==> src/rtl/demux_router_pkg.sv <==
// demux_router_pkg: shared constants and width helper for the demux stream router
package demux_router_pkg;
  localparam logic CH0 = 1'b0;
  localparam logic CH1 = 1'b1;
  function automatic int count_w(input int depth);
    return $clog2(depth) + 1;
  endfunction
endpackage

==> src/rtl/sync_fifo_vr.sv <==
// sync_fifo_vr: count-tracked FIFO with cleared storage and registered head
module sync_fifo_vr
  import demux_router_pkg::*;
#(
  parameter int WIDTH = 8,
  parameter int DEPTH = 4
) (
  input  logic                      clk,
  input  logic                      rst,
  input  logic                      push,
  input  logic                      pop,
  input  logic [WIDTH-1:0]          din,
  output logic [WIDTH-1:0]          dout,
  output logic [count_w(DEPTH)-1:0] count,
  output logic                      full,
  output logic                      empty
);
  localparam int AW = $clog2(DEPTH);
  localparam int CW = count_w(DEPTH);
  logic [WIDTH-1:0] mem [DEPTH];
  logic [AW-1:0] wr_ptr, rd_ptr;
  logic do_push, do_pop;
  assign full    = count == CW'(DEPTH);
  assign empty   = count == '0;
  assign do_push = push & ~full;
  assign do_pop  = pop & ~empty;
  assign dout    = mem[rd_ptr];
  // pointers wrap naturally since DEPTH is a power of two
  always_ff @(posedge clk or posedge rst) begin
    if (rst) begin
      wr_ptr <= '0;
      rd_ptr <= '0;
      count  <= '0;
      mem    <= '{default: '0};
    end else begin
      if (do_push) begin
        mem[wr_ptr] <= din;
        wr_ptr      <= wr_ptr + 1'b1;
      end
      if (do_pop) rd_ptr <= rd_ptr + 1'b1;
      count <= count + CW'(do_push) - CW'(do_pop);
    end
  end
endmodule

==> src/rtl/demux_stream_router.sv <==
// demux_stream_router: steers each accepted word into one of two flow-controlled FIFOs
module demux_stream_router
  import demux_router_pkg::*;
#(
  parameter int WIDTH = 8,
  parameter int DEPTH = 4
) (
  input  logic                      clk,
  input  logic                      rst,
  input  logic                      in_valid,
  output logic                      in_ready,
  input  logic [WIDTH-1:0]          in_data,
  input  logic                      in_sel,
  output logic                      out0_valid,
  input  logic                      out0_ready,
  output logic [WIDTH-1:0]          out0_data,
  output logic                      out1_valid,
  input  logic                      out1_ready,
  output logic [WIDTH-1:0]          out1_data,
  output logic [count_w(DEPTH)-1:0] count0,
  output logic [count_w(DEPTH)-1:0] count1
);
  logic full0, full1, empty0, empty1, xfer;
  assign in_ready   = (in_sel == CH1) ? ~full1 : ~full0;
  assign xfer       = in_valid & in_ready;
  assign out0_valid = ~empty0;
  assign out1_valid = ~empty1;
  sync_fifo_vr #(.WIDTH(WIDTH), .DEPTH(DEPTH)) u_fifo0 (
    .clk(clk), .rst(rst), .push(xfer & (in_sel == CH0)), .pop(out0_ready),
    .din(in_data), .dout(out0_data), .count(count0), .full(full0), .empty(empty0)
  );
  sync_fifo_vr #(.WIDTH(WIDTH), .DEPTH(DEPTH)) u_fifo1 (
    .clk(clk), .rst(rst), .push(xfer & (in_sel == CH1)), .pop(out1_ready),
    .din(in_data), .dout(out1_data), .count(count1), .full(full1), .empty(empty1)
  );
endmodule

==> config.mk <==
export PLATFORM = sky130hd
export DESIGN_NAME = demux_stream_router
export DESIGN_NICKNAME = d
export VERILOG_FILES = /design/src/rtl/demux_router_pkg.sv /design/src/rtl/sync_fifo_vr.sv /design/src/rtl/demux_stream_router.sv
export SDC_FILE = /design/constraint.sdc
export NUM_CORES = 1
export LEC_CHECK = 0
export CORE_MARGIN = 5
export CORE_UTILIZATION = 26
export DETAILED_ROUTE_END_ITERATION = 16
export SYNTH_ARGS = -nofsm -noshare
export SYNTH_HDL_FRONTEND = slang
export SYNTH_SLANG_ARGS = --single-unit
export TNS_END_PERCENT = 20
==> constraint.sdc <==
create_clock -name clk -period 2.4 [get_ports clk]
set_input_delay 0.24 -clock clk [delete_from_list [all_inputs] [get_ports clk]]
set_output_delay 0.24 -clock clk [all_outputs]
set_load 0.01 [all_outputs]
# Yosys cells after proc, flatten, opt, wreduce, memory -nomap -nowiden
# Cells that the tools add are included.
[op_classes]
addsub = 8
order_cmp = 6
n_eq_ne = 2
muxes = 13
bitwise_logic = 16
reduce_logical = 4
[op_table]
columns = ["op", "n"]
rows = [
  ["bitwise mux 32 bit", 2],
  ["2-to-1 mux 8 bit", 6],
  ["binary-select mux 8 bit (select 2 bit)", 2],
  ["demux 8 bit (select 2 bit)", 2],
  ["greater-or-equal comparator 3 bit, second input constant", 4],
  ["inverter 2 -> 3 bit", 4],
  ["adder 2 x 1 -> 2 bit, second input constant", 4],
  ["bitwise AND 1 bit", 7],
  ["adder 3 x 1 -> 3 bit", 2],
  ["equality test 3 bit, second input constant", 2],
  ["zero test 3 bit", 2],
  ["less-than comparator 3 x 1 -> 1 bit, second input constant", 2],
  ["subtractor 3 x 1 -> 3 bit", 2],
  ["inverter 1 bit", 5],
  ["logical AND 1 bit", 2],
  ["2-to-1 mux 1 bit", 1],
]
[totals]
ff_bits = 78
in_bits = 14
out_inout_bits = 25
elab_cells = 63

# Logic depth before layout (Yosys ltp)
[depth]
ltp_word = 8
ltp_mapped = 8
ltp_nobuf = 8

# Cells and area by module
# A second synthesis with hierarchy kept.
[unflattened]
cells_unflattened = 231
area_unflattened_um2 = 3598.5
[modules_own_cells]
columns = ["mod", "n_inst", "cells_each", "area_each_um2", "seq_area_each_um2"]
rows = [
  ["sync_fifo_vr at u_fifo0", 1, 113, 1785.5, 975.9],
  ["sync_fifo_vr at u_fifo1", 1, 113, 1779.2, 975.9],
  ["demux_stream_router", 1, 5, 33.8, 0.0],
]

# Least setup slack after synthesis
# Ideal clock, no wire load.
[synth_path]
path_kind = "register to register"
from = "register u_fifo1.count[1]"
to = "register u_fifo1.count[2]"
setup_ns = 0.133
arrival_ns = 1.982
t_required_ns = 2.267
path_slack_ns = 0.285
path_stages_with_launch = 9
n_path_buf = 0
period_less_slack_ns = 2.115
path_cell_list = "dfrtp_1 -> o31a_2 -> ha_1 -> inv_1 -> ha_1 -> inv_1 -> fa_1 -> xnor2_1 -> xnor2_1"
[synth_between]
word_cells_on_any_way = 11
cone_classes = "add/sub (2); eq/ne (1); mux (1); bitwise (6); reduce/logical (1)"
[synth_lines]
columns = ["element", "line_no", "rtl"]
rows = [
  ["start, declared", "sync_fifo_vr.sv:14", "output logic [count_w(DEPTH)-1:0] count,"],
  ["start signal, assigned", "sync_fifo_vr.sv:41", "count <= count + CW'(do_push) - CW'(do_pop);"],
  ["zero test 3 bit", "sync_fifo_vr.sv:24", "assign empty = count == '0;"],
  ["inverter 1 bit", "sync_fifo_vr.sv:26", "assign do_pop = pop & ~empty;"],
  ["bitwise AND 1 bit", "sync_fifo_vr.sv:26", ""],
  ["via u_fifo1.do_pop", "sync_fifo_vr.sv:22", "logic do_push, do_pop;"],
  ["subtractor 3 x 1 -> 3 bit", "sync_fifo_vr.sv:41", ""],
]
# The timed path passes the listed nets, and every way through them passes these cells.
# A chain may end at the register's enable or synchronous reset.

# Worst setup path after layout
[layout_path]
from = "register u_fifo1.rd_ptr[0]"
to = "output out1_data[6]"
[layout_between]
elab_chain_cells = 4
[layout_rtl]
columns = ["element", "line_no", "rtl"]
rows = [
  ["start, declared", "sync_fifo_vr.sv:21", "logic [AW-1:0] wr_ptr, rd_ptr;"],
  ["start signal, assigned", "sync_fifo_vr.sv:40", "if (do_pop) rd_ptr <= rd_ptr + 1'b1;"],
  ["inverter 2 -> 3 bit (not written as such)", "sync_fifo_vr.sv:27", "assign dout = mem[rd_ptr];"],
  ["binary-select mux 8 bit (select 2 bit)", "sync_fifo_vr.sv:27", ""],
  ["2-to-1 mux 8 bit (not written as such) (2 in a row)", "sync_fifo_vr.sv:27", ""],
  ["end, declared", "demux_stream_router.sv:19", "output logic [WIDTH-1:0] out1_data,"],
]
# Every way passes these cells. The select of a mux whose other input is x is not followed.

==> run metrics <==
Worst Path Max Fanout=8; Routability Congestion=between 0.6 and 0.7; Hold Fails Final Rpt=0; CP Cell Sequence=buf_4 -> mux4_2 -> clkdlybuf4s50_1; largest net degree at the start of global routing=slightly above 40; Fmax=446 MHz; count of filler cells inserted in the layout=1332; FF/Latch Area=1950 um^2; internal power=approximately 4700 uW; LEAKAGE=slightly below 0.002 uW; IO buf count=38; synth unique cells=23; most common cell after layout, fill and taps aside=dfrtp_1; flop2flop setup slack=approximately 300 ps; commonest non-fill, non-tap cells in the layout=dfrtp_1 (78), mux2_2 (66), clkdlybuf4s50_1 (38); footprint of the multi-input gates=approximately 1600 um^2; final setup vio count=0; Synth Warn #=0; status=completed; WP depth=3; Worst R2R Path Depth=8; post-cts gate resize count=0; max-cap viol count=0; Hold-fix buffers, CTS=0; ANT cells=0; max-slew violations=0; Die H=around 130 um; worst setup path class=register to primary output; clk sinks=78; Buf/Inv on CP=2; clk slew on worst S/H paths=roughly 50 ps; Detailed Place HPWL=5.26 mm; final non-filler cell area=about 4600 um^2; CP top delay family=buffers and inverters; VDD IR max=675 uV; Slew headroom=0.645; FF-to-FF End=u_fifo0.count[2]; synthesized flop and latch total=a little under 80; vias=between 2000 and 2500; row count=between 40 and 50; Syn Inst Count=roughly 230; largest stage delay on the critical path=approximately 560 ps; combinational share of power=0.433; TNS Setup=0 ps; Finished Layout Cells=about 470; crit share post-route=0.933; CTS tree=yes; Syn-to-layout area delta=26.8%; Worst Setup End Kind=primary output; initial antenna violation count=0; core footprint=between 10000 and 15000 um^2; Synth Net Count=around 250; switching share of power=0.299; die extent in x=between 100 and 150 um; register area share after synthesis=0.534; H-tree depth=3; NetSw=1990 uW; Congestion Overflow GR=0; predominant post-synthesis flop cell=dfrtp_1; Avg Cell Area, Syn=between 15 and 20 um^2; RSZ-0062 raised after global routing=no; Vias/cell=around 4.4; clock buffer count from CTS=9; clk root buf=clkbuf_16; Min-Delay Path Class=input pin to async pin; Final #Nets=310; Flop pwr share=0.366; Critical Path Slowest Stage Cell=mux4_2; router iterations before antenna repair=4; Post-Place Setup Slack=204 ps; Worst Slack Setup Final=~160 ps; Max clock buf depth=2; min cycle time layout=between 2000 and 2500 ps; routed len/inst=~16 um; GRT Overall Usage=0.0963; synthesized area=between 3000 and 4000 um^2; Worst Path Arrival=about 2000 ps; Post-synth EDFFs=0; Clock power frac=0.201; Clock Skew=a little under 4 ps; CP required=approximately 2200 ps; layout cell share with drive strength beyond 1=0.428; DP Cell Count=between 400 and 500; drt first-iter violations=73; Reg-to-Reg Start=u_fifo0.count[2]; Ports=39; Residual DRC=0; ys async rst share=1.00; Post-CTS Setup Bufs=0; vias in the first global route=about 2300; CP startpoint kind=register; die area=about 17000 um^2; routed wire length=7.38 mm; first-pass GRT wire length=12.2 mm; final antenna-violating net count=0; Pwr Total=between 6000 and 7000 uW; Pwr per Cell Area=1440 nW/um^2; Starting Density=0.265; Cell Area, Placed=roughly 4300 um^2; worst slew pin tran=between 500 and 600 ps; Clk Latency, worst-skew pair=~330 ps
layout make-up:
class / instances / area share
flip-flops and latches: 78 / 0.421
multi-input cells: 126 / 0.347
well taps: 180 / 0.0486
repair buffers: 54 / 0.111
inverters: 13 / 0.0105
clock buffers: 13 / 0.0561
clock inverters: 1 / 0.00648
sequential cells by signal, indices dropped and copies added, names as in the netlist:
signal and cells:
u_fifo0.mem 32, u_fifo0.count 3, u_fifo1.mem 32, u_fifo0.wr_ptr 2, u_fifo0.rd_ptr 2, u_fifo1.wr_ptr 2, u_fifo1.rd_ptr 2, u_fifo1.count 3
worst register-to-register path, stage by stage (launching register included):
cell and delay (ps):
dfrtp_1 430, o31a_1 360, ha_1 280, inv_1 60
ha_1 140, inv_1 50, fa_1 370, xnor2_1 190
xnor2_1 140
kinds of logic after synthesis:
group,count (synthesis),synth area share
flops,78,0.534
compound gates,2,0.00513
xor+xnor,10,0.0239
simple gates,17,0.0537
buf+inv,21,0.0270
mux,83,0.304
fa+ha+maj,14,0.0520
cell usage after synthesis, types with 2 or more instances:
cell | number | area share
buf_1 | 2 | 0.0021
nor4bb_1 | 2 | 0.0055
mux4_2 | 16 | 0.099
dfrtp_1 | 78 | 0.53
ha_1 | 12 | 0.041
xnor2_1 | 8 | 0.019
mux2_2 | 66 | 0.20
and4bb_2 | 2 | 0.0068
buf_6 | 2 | 0.0062
nand2_1 | 2 | 0.0021
inv_1 | 13 | 0.013
fa_1 | 2 | 0.011
xor2_1 | 2 | 0.0048
nor3b_4 | 6 | 0.031
buf_2 | 4 | 0.0055
metal layers:
metal	up-vias	global-route usage	part of all wire
li1	925	-	-
met4	0	0.0222	0.011
met1	1073	0.132	0.49
met3	10	0.0390	0.048
met5	-	0	0
met2	38	0.144	0.45
through the flow:
step	hold slack, ps	util
finish	246	0.335
global route	304	0.335
CTS	254	0.335
detailed placement	484	0.314
global placement	480	0.314
floorplan	392	-
power groups by stage:
stage | Combinational (uW) | Clock, uW | Sequential (uW)
after floorplan | 1860 | 0 | 2320
after global placement | 2900 | 0 | 2420
after detailed placement | 2960 | 0 | 2450
after CTS | 2970 | 1380 | 2440
after global routing | 3170 | 1430 | 2520
final | 2890 | 1340 | 2440
how the worst max path moves through the flow:
| stage | start | endpoint |
|---|---|---|
| floorplan | rst | u_fifo0.count[0] |
| global placement | in_sel | u_fifo1.count[2] |
| detailed placement | in_sel | u_fifo1.count[2] |
| CTS | u_fifo1.rd_ptr[0] | out1_data[7] |
| global route | u_fifo1.rd_ptr[0] | out1_data[6] |
| finish | u_fifo1.rd_ptr[0] | out1_data[6] |
No activity file was read; power rests on OpenSTA's default activity.
